[src/rtl/regfile_wr_arbiter.sv]
// Round-robin arbiter sharing the register file's single write port, with a registered write stage.
// Optional macro REGFILE_WR_R0_ZERO_EN: writes to address 0 are accepted but suppressed (r0 reads as zero).
module regfile_wr_arbiter #(
   parameter int NREQ = 3,
   parameter int AW   = 4,
   parameter int DW   = 16
) (
   input  logic                clk,
   input  logic                rst,
   input  logic [NREQ-1:0]     req_valid,
   input  logic [NREQ*AW-1:0]  req_addr,
   input  logic [NREQ*DW-1:0]  req_data,
   output logic [NREQ-1:0]     req_ready,
   input  logic                wr_hold,
   output logic                write_en,
   output logic [AW-1:0]       write_address,
   output logic [DW-1:0]       write_data,
   output logic                pend_valid,
   output logic [AW-1:0]       pend_addr,
   output logic [2:0]          grant_id
);

   localparam int PW = (NREQ > 1) ? $clog2(NREQ) : 1;

   // Handshake: a requester transfers on a rising edge where req_valid[i] and
   // req_ready[i] are both high; it holds addr/data stable until then.
   logic [PW-1:0]  rr_ptr;
   logic [PW-1:0]  winner;
   logic           found;
   logic           accept;
   logic [PW-1:0]  rr_ptr_nxt;
   logic [AW-1:0]  win_addr;
   logic [DW-1:0]  win_data;
   logic           commit_en;
   int             idx;

   // Search from rr_ptr upward, wrapping; only req_valid and rr_ptr steer the choice.
   always_comb begin
      found  = 1'b0;
      winner = '0;
      idx    = 0;
      for (int k = 0; k < NREQ; k++) begin
         idx = (int'(rr_ptr) + k) % NREQ;
         if (!found && req_valid[idx]) begin
            found  = 1'b1;
            winner = idx[PW-1:0];
         end
      end
   end

   always_comb begin
      req_ready = '0;
      if (found && !wr_hold && !rst)
         req_ready[winner] = 1'b1;
   end

   assign accept     = |(req_valid & req_ready);
   assign rr_ptr_nxt = (winner == PW'(NREQ - 1)) ? '0 : winner + 1'b1;
   assign win_addr   = req_addr[winner*AW +: AW];
   assign win_data   = req_data[winner*DW +: DW];

`ifdef REGFILE_WR_R0_ZERO_EN
   assign commit_en = accept && (win_addr != '0);
`else
   assign commit_en = accept;
`endif

   always_ff @(posedge clk) begin
      if (rst) begin
         rr_ptr        <= '0;
         write_en      <= 1'b0;
         write_address <= '0;
         write_data    <= '0;
         grant_id      <= '0;
      end else if (accept) begin
         rr_ptr        <= rr_ptr_nxt;
         write_en      <= commit_en;
         write_address <= win_addr;
         write_data    <= win_data;
         grant_id      <= 3'(winner);
      end else begin
         write_en      <= 1'b0;
      end
   end

   assign pend_valid = write_en;
   assign pend_addr  = write_address;

endmodule

[config.mk]
export PLATFORM = sky130hd
export DESIGN_NAME = regfile_wr_arbiter
export DESIGN_NICKNAME = d
export VERILOG_FILES = /design/src/rtl/regfile_wr_arbiter.sv
export SDC_FILE = /design/constraint.sdc
export NUM_CORES = 1
export LEC_CHECK = 0
export BUFFER_PORTS_ARGS = -buffer_cell sky130_fd_sc_hd__buf_2
export CORE_MARGIN = 2
export CORE_UTILIZATION = 44
export DETAILED_ROUTE_END_ITERATION = 10
export HOLD_SLACK_MARGIN = 0.03
export PLACE_DENSITY = 0.83
export SETUP_SLACK_MARGIN = 0.02
export SLEW_MARGIN = 20
export SYNTH_ARGS = -nofsm -noshare
export SYNTH_HDL_FRONTEND = slang
export SYNTH_SLANG_ARGS = --single-unit
[constraint.sdc]
create_clock -name clk -period 2.5 [get_ports clk]
set_clock_uncertainty 0.1 [all_clocks]
set_input_delay 0 -clock clk [delete_from_list [all_inputs] [get_ports clk]]
set_output_delay 0 -clock clk [all_outputs]
set_load 0.05 [all_outputs]
* After elaboration in Yosys (flattened, before gate mapping)
Index checks and enable logic that the tools add are counted.
Word-level totals: word-level logic and storage cells 50, flip-flop bits (word level) 25, bits of input ports 66, output and inout bits 32
Cells by class: shift operators 2, eq/ne operators 1, divide/modulo/power cells 3, reduce and logical (&&, ||, !) cells 10, add/sub/neg operators 3, bitwise gates (word level) 1, order comparisons 5, muxes and demuxes 20
Operators by type and width (count):
- < comparator 32 x 4 -> 1 bit (second input constant) | 3
- modulo 32 x 3 -> 32 bit (second input constant) | 2
- indexed part select 48 x 7 -> 16 bit | 1
- modulo 3 x 3 -> 32 bit (second input constant) | 1
- indexed part select 12 x 5 -> 4 bit | 1
- 2-to-1 mux 1 bit | 11
- 2-to-1 mux 2 bit | 4
- binary-select mux 1 bit (select 2 bit) | 3
- logical AND 1 bit | 5
- logical NOT 1 bit | 4
- adder 2 x 1 -> 3 bit (second input constant) | 1
- adder 2 x 2 -> 3 bit (second input constant) | 1
- AND 3 bit | 1
- < comparator 2 x 3 -> 1 bit (second input constant) | 1
- 2-to-1 mux 3 bit | 1
- OR reduction 3 bit | 1
- adder 2 x 1 -> 2 bit (second input constant) | 1
- demux 1 bit (select 2 bit) | 1
- == test 2 bit (second input constant) | 1
- >= comparator 2 x 1 -> 1 bit (second input constant) | 1

* Logic depth before layout (Yosys ltp)
word-level depth 19, depth in mapped cells 10, gate-level depth less buffers 9

* Worst setup path before layout
Ideal clock, no wire load.
kind register to output, start reg rr_ptr[0], end out req_ready[2], arrival 2.394 ns, slack 0.006 ns, cell stages (with the launch flop) 9, cells stage by stage dfxtp_1 inv_1 ha_1 nor2b_1 o21ai_1 nor2b_4 a211o_4 buf_6 nor2_1
Between the ends: longest elaborated chain between the ends 16, elaborated cells between the ends (all ways) 32, classes of those cells add/sub: 2; div: 3; order compare: 2; mux: 18; reduce/logical: 7
RTL lines:
- start: declaration | RTL line 27 | logic [PW-1:0] rr_ptr;
- start signal: assignment | RTL line 76 | rr_ptr <= rr_ptr_nxt;
- branches (longest 15 deep; another with modulo 32 x 3 -> 32 bit)
- 2-to-1 mux 3 bit (*) | RTL line 53 | if (found && !wr_hold && !rst)
- end: declaration | RTL line 13 | output logic [NREQ-1:0] req_ready,
Every way passes the cells marked *. The select of a mux whose other input is x is not followed.

* Worst setup path after layout
start reg rr_ptr[0], end out req_ready[0]
Same word-level chain as after synthesis.

==> run_results.csv <==
group,metric,value,unit
logic_synthesis,synth-edff-count,0,
sta,finalHoldViolCount,0,
routing,drtIter0Drc,121,
grt,overflow,0,
clock_network,htreeDepth,1,
die,fp.dieH,65.8,um
power_and_ir_drop,power.switching,736,uW
place,place_ws,0.0638,ns
sta,fin_crit,2.44,ns
clock_network,root_buffer,"clkbuf_8",
power_and_ir_drop,cellLeakagePower,1.35,nW
sta,period_share,97.5,%
place,place_congestion,0.841,
grt,antenna_found_initial,0,
power_and_ir_drop,power_frac_comb,56.3,%
grt,grt_max_degree,26,
die,start_util,45.9,%
sta,fin_ws,0.0626,ns
worst_setup_path,start_kind,"flop",
logic_synthesis,synth_seq_area_share,29.8,%
place,dpl-instance-area,2220,um2
grt,grt_pass1_wl,10600,um
clock_network,cts.sinks,25,
routing,routed_wirelength,6920,um
min_path,worstHoldPathType,"in2reg",
finish,synthToLayoutAreaGrowth,78.6,%
routing,num_vias,2088,
worst_setup_path,path_cells,"inv_1 > ha_4 > nor2b_1 > o21ai_1 > nor2b_4 > a211o_4 > inv_8 > nand3_1 > inv_1 > buf_6",
run,drv_cap,0,
routing,wl_per_cell,18.3,um
finish,nFillCells,212,
sta,setup_viol,0,
sta,rsz0062_at_grt,"true",
die,ioPinCount,98,
logic_synthesis,netlist_area,1680,um2
finish,antennaDiodeCount,0,
sta,setup_tns,0,ns
clock_network,clock_path_buffers,2,
clock_network,cts_made_buffers,3,
worst_setup_path,path_common_cell,"inv_1",
finish,final_common_cell,"buf_2",
worst_setup_path,worstPathRequired,2.40,ns
worst_setup_path,crit_path_max_fanout,15,
logic_synthesis,synthFlopType,"dfxtp_1",
logic_synthesis,ys_ff_latch,25,
worst_setup_path,crit_slowest_cell,"a211o_4",
worst_setup_path,criticalPathCategory,"reg2out",
die,die_w,65.8,um
power_and_ir_drop,p_clk_share,15.7,%
worst_setup_path,rr_worst_depth,10,
logic_synthesis,avgSynthCellArea,9.66,um2
power_and_ir_drop,intPower,922,uW
clock_network,insertion_delay,0.28,ns
place,numPortBuffers,96,
min_path,whs_path_depth,3,
logic_synthesis,syn_nets,244,
power_and_ir_drop,p_sw_share,44.4,%
grt,grt_pass1_vias,2156,
clock_network,cts_tree,"built",
worst_setup_path,cpPeakStageDelay,0.38,ns
finish,drive_above_1_share,51.4,%
die,core.rowCount,22,
power_and_ir_drop,power_density,552,nW/um2
routing,viasPerCell,5.51,
finish,final_nets,402,
place,hpwl,3620,um
power_and_ir_drop,ir_drop,0.326,mV
sta,relSlewSlack,54.2,%
finish,stdcell_area,3000,um2
logic_synthesis,synth-async-reset-ratio,0,%
run_status,status,"finished clean",
sta,maxSlewViolCount,0,
logic_synthesis,ys_warn_count,0,
sta,whs,0.0183,ns
routing,drtPass1Iterations,4,
sta,worstMarginPinSlew,0.686,ns
die,fp.coreArea,3660,um2
logic_synthesis,synth_cell_types,33,
routing,drc_errors,0,
logic_synthesis,synth_cells,174,
finish,final_cell_mix,"buf_2, dlygate4sd3_1, nor2_1, dfxtp_1, nand3_1",
grt,grt.total_usage,32.0,%
worst_setup_path,arrival,2.34,ns
routing,ant_nets,0,
clock_network,clk_pin_slew,0.09,ns
power_and_ir_drop,seq_power_share,28.0,%
die,die-area,4330,um2
sta,fmax,410,MHz
worst_setup_path,end_kind,"output port",
per-stage QoR:
step / utilization [%] / cells / total power [mW]
finish: 82.0 / 379 / 1.66
global route: 82.0 / 379 / 1.73
floorplan: - / 174 / 1.03
detailed placement: 60.6 / 310 / 1.24
CTS: 80.0 / 376 / 1.59
global placement: 60.6 / 310 / 1.22
cell type report:
cell class                 count  area (um2)  area share [%]
clock buffer                   3        41.3            1.38
clock inverter                 1        7.51           0.250
inverter                       5        26.3           0.876
multi-input combinational    123        1080            36.2
sequential                    25         504            16.8
tap                           48        60.1            2.00
timing repair buffer         174        1280            42.5
cells in the mapped netlist (2+ instances only):
| cell type | number | area [um2] |
|---|---|---|
| a211oi_1 | 5 | 37.5 |
| nand3_1 | 21 | 105 |
| a221oi_2 | 16 | 240 |
| dfxtp_1 | 25 | 500 |
| o21ai_1 | 2 | 10.0 |
| ha_1 | 4 | 50.1 |
| nor2b_1 | 4 | 25.0 |
| clkbuf_1 | 2 | 7.51 |
| buf_4 | 6 | 45.0 |
| a211oi_2 | 16 | 200 |
| nand2_1 | 6 | 22.5 |
| a221oi_1 | 4 | 35.0 |
| nand2b_1 | 2 | 12.5 |
| buf_6 | 4 | 45.0 |
| buf_2 | 8 | 40.0 |
| a21oi_1 | 3 | 15.0 |
| nor2_1 | 25 | 93.8 |
| inv_1 | 4 | 15.0 |
| mux2i_1 | 3 | 30.0 |
repair_timing:
item	CTS	global route
endpoints found under the setup margin	3	9
hold buffers	60	0
pin swaps	3	5
setup buffers	2	4
gates resized for setup	13	11
hold endpoints to repair	21	0
sequential cells by signal, summed over array words and instances (netlist names):
| name | flops |
|---|---|
| write_data | 16 |
| pend_addr | 4 |
| rr_ptr | 2 |
| pend_valid | 1 |
| grant_id | 2 |
logic make-up (layout without fill, tap and decap cells):
| logic type | count (synthesis) | after routing | share of synthesized area, % |
|---|---|---|---|
| adder cells (fa/ha/maj) | 4 | 4 | 2.98 |
| multiplexers | 3 | 3 | 1.79 |
| AND/OR/NAND/NOR | 60 | 60 | 16.6 |
| AO/OA/AOI/OAI | 55 | 55 | 38.9 |
| other | 1 | 1 | 0.223 |
| buffers and inverters | 26 | 183 | 9.68 |
| flip-flops | 25 | 25 | 29.8 |
metal layers:
| layer | global-route usage (%) | vias to the layer above | part of all wire (%) |
|---|---|---|---|
| met1 | 35.2 | 978 | 39 |
| li1 | - | 967 | - |
| met2 | 60.2 | 129 | 51 |
| met3 | 6.13 | 14 | 8.4 |
| met4 | 11.5 | 0 | 1.5 |
| met5 | 0 | - | 0 |
final timing paths:
kind,from,end,slack [ns]
setup / recovery,rr_ptr[0]$_SDFFE_PP0P_,req_ready[0],0.06
hold / removal,req_data[18],write_data[2]$_SDFFE_PP0P_,0.02
setup reg to reg,rr_ptr[0]$_SDFFE_PP0P_,write_data[10]$_SDFFE_PP0P_,0.10
hold reg to reg,grant_id[0]$_SDFFE_PP0P_,grant_id[0]$_SDFFE_PP0P_,0.37
power groups by stage:
stage / clock, mW / sequential, mW / combinational [mW]
after floorplan: 0 / 0.597 / 0.428
after global placement: 0 / 0.470 / 0.753
after detailed placement: 0 / 0.470 / 0.769
after CTS: 0.264 / 0.462 / 0.867
after global routing: 0.276 / 0.468 / 0.983
final: 0.260 / 0.465 / 0.933
worst max-delay path, delay by kind of cell, from the launching register on:
family,cells,cell delay [ns]
compound gates,2,0.52
buf+inv,4,0.46
simple gates,3,0.44
flops,1,0.34
fa+ha+maj,1,0.30
(Power assumes the default switching activity.)
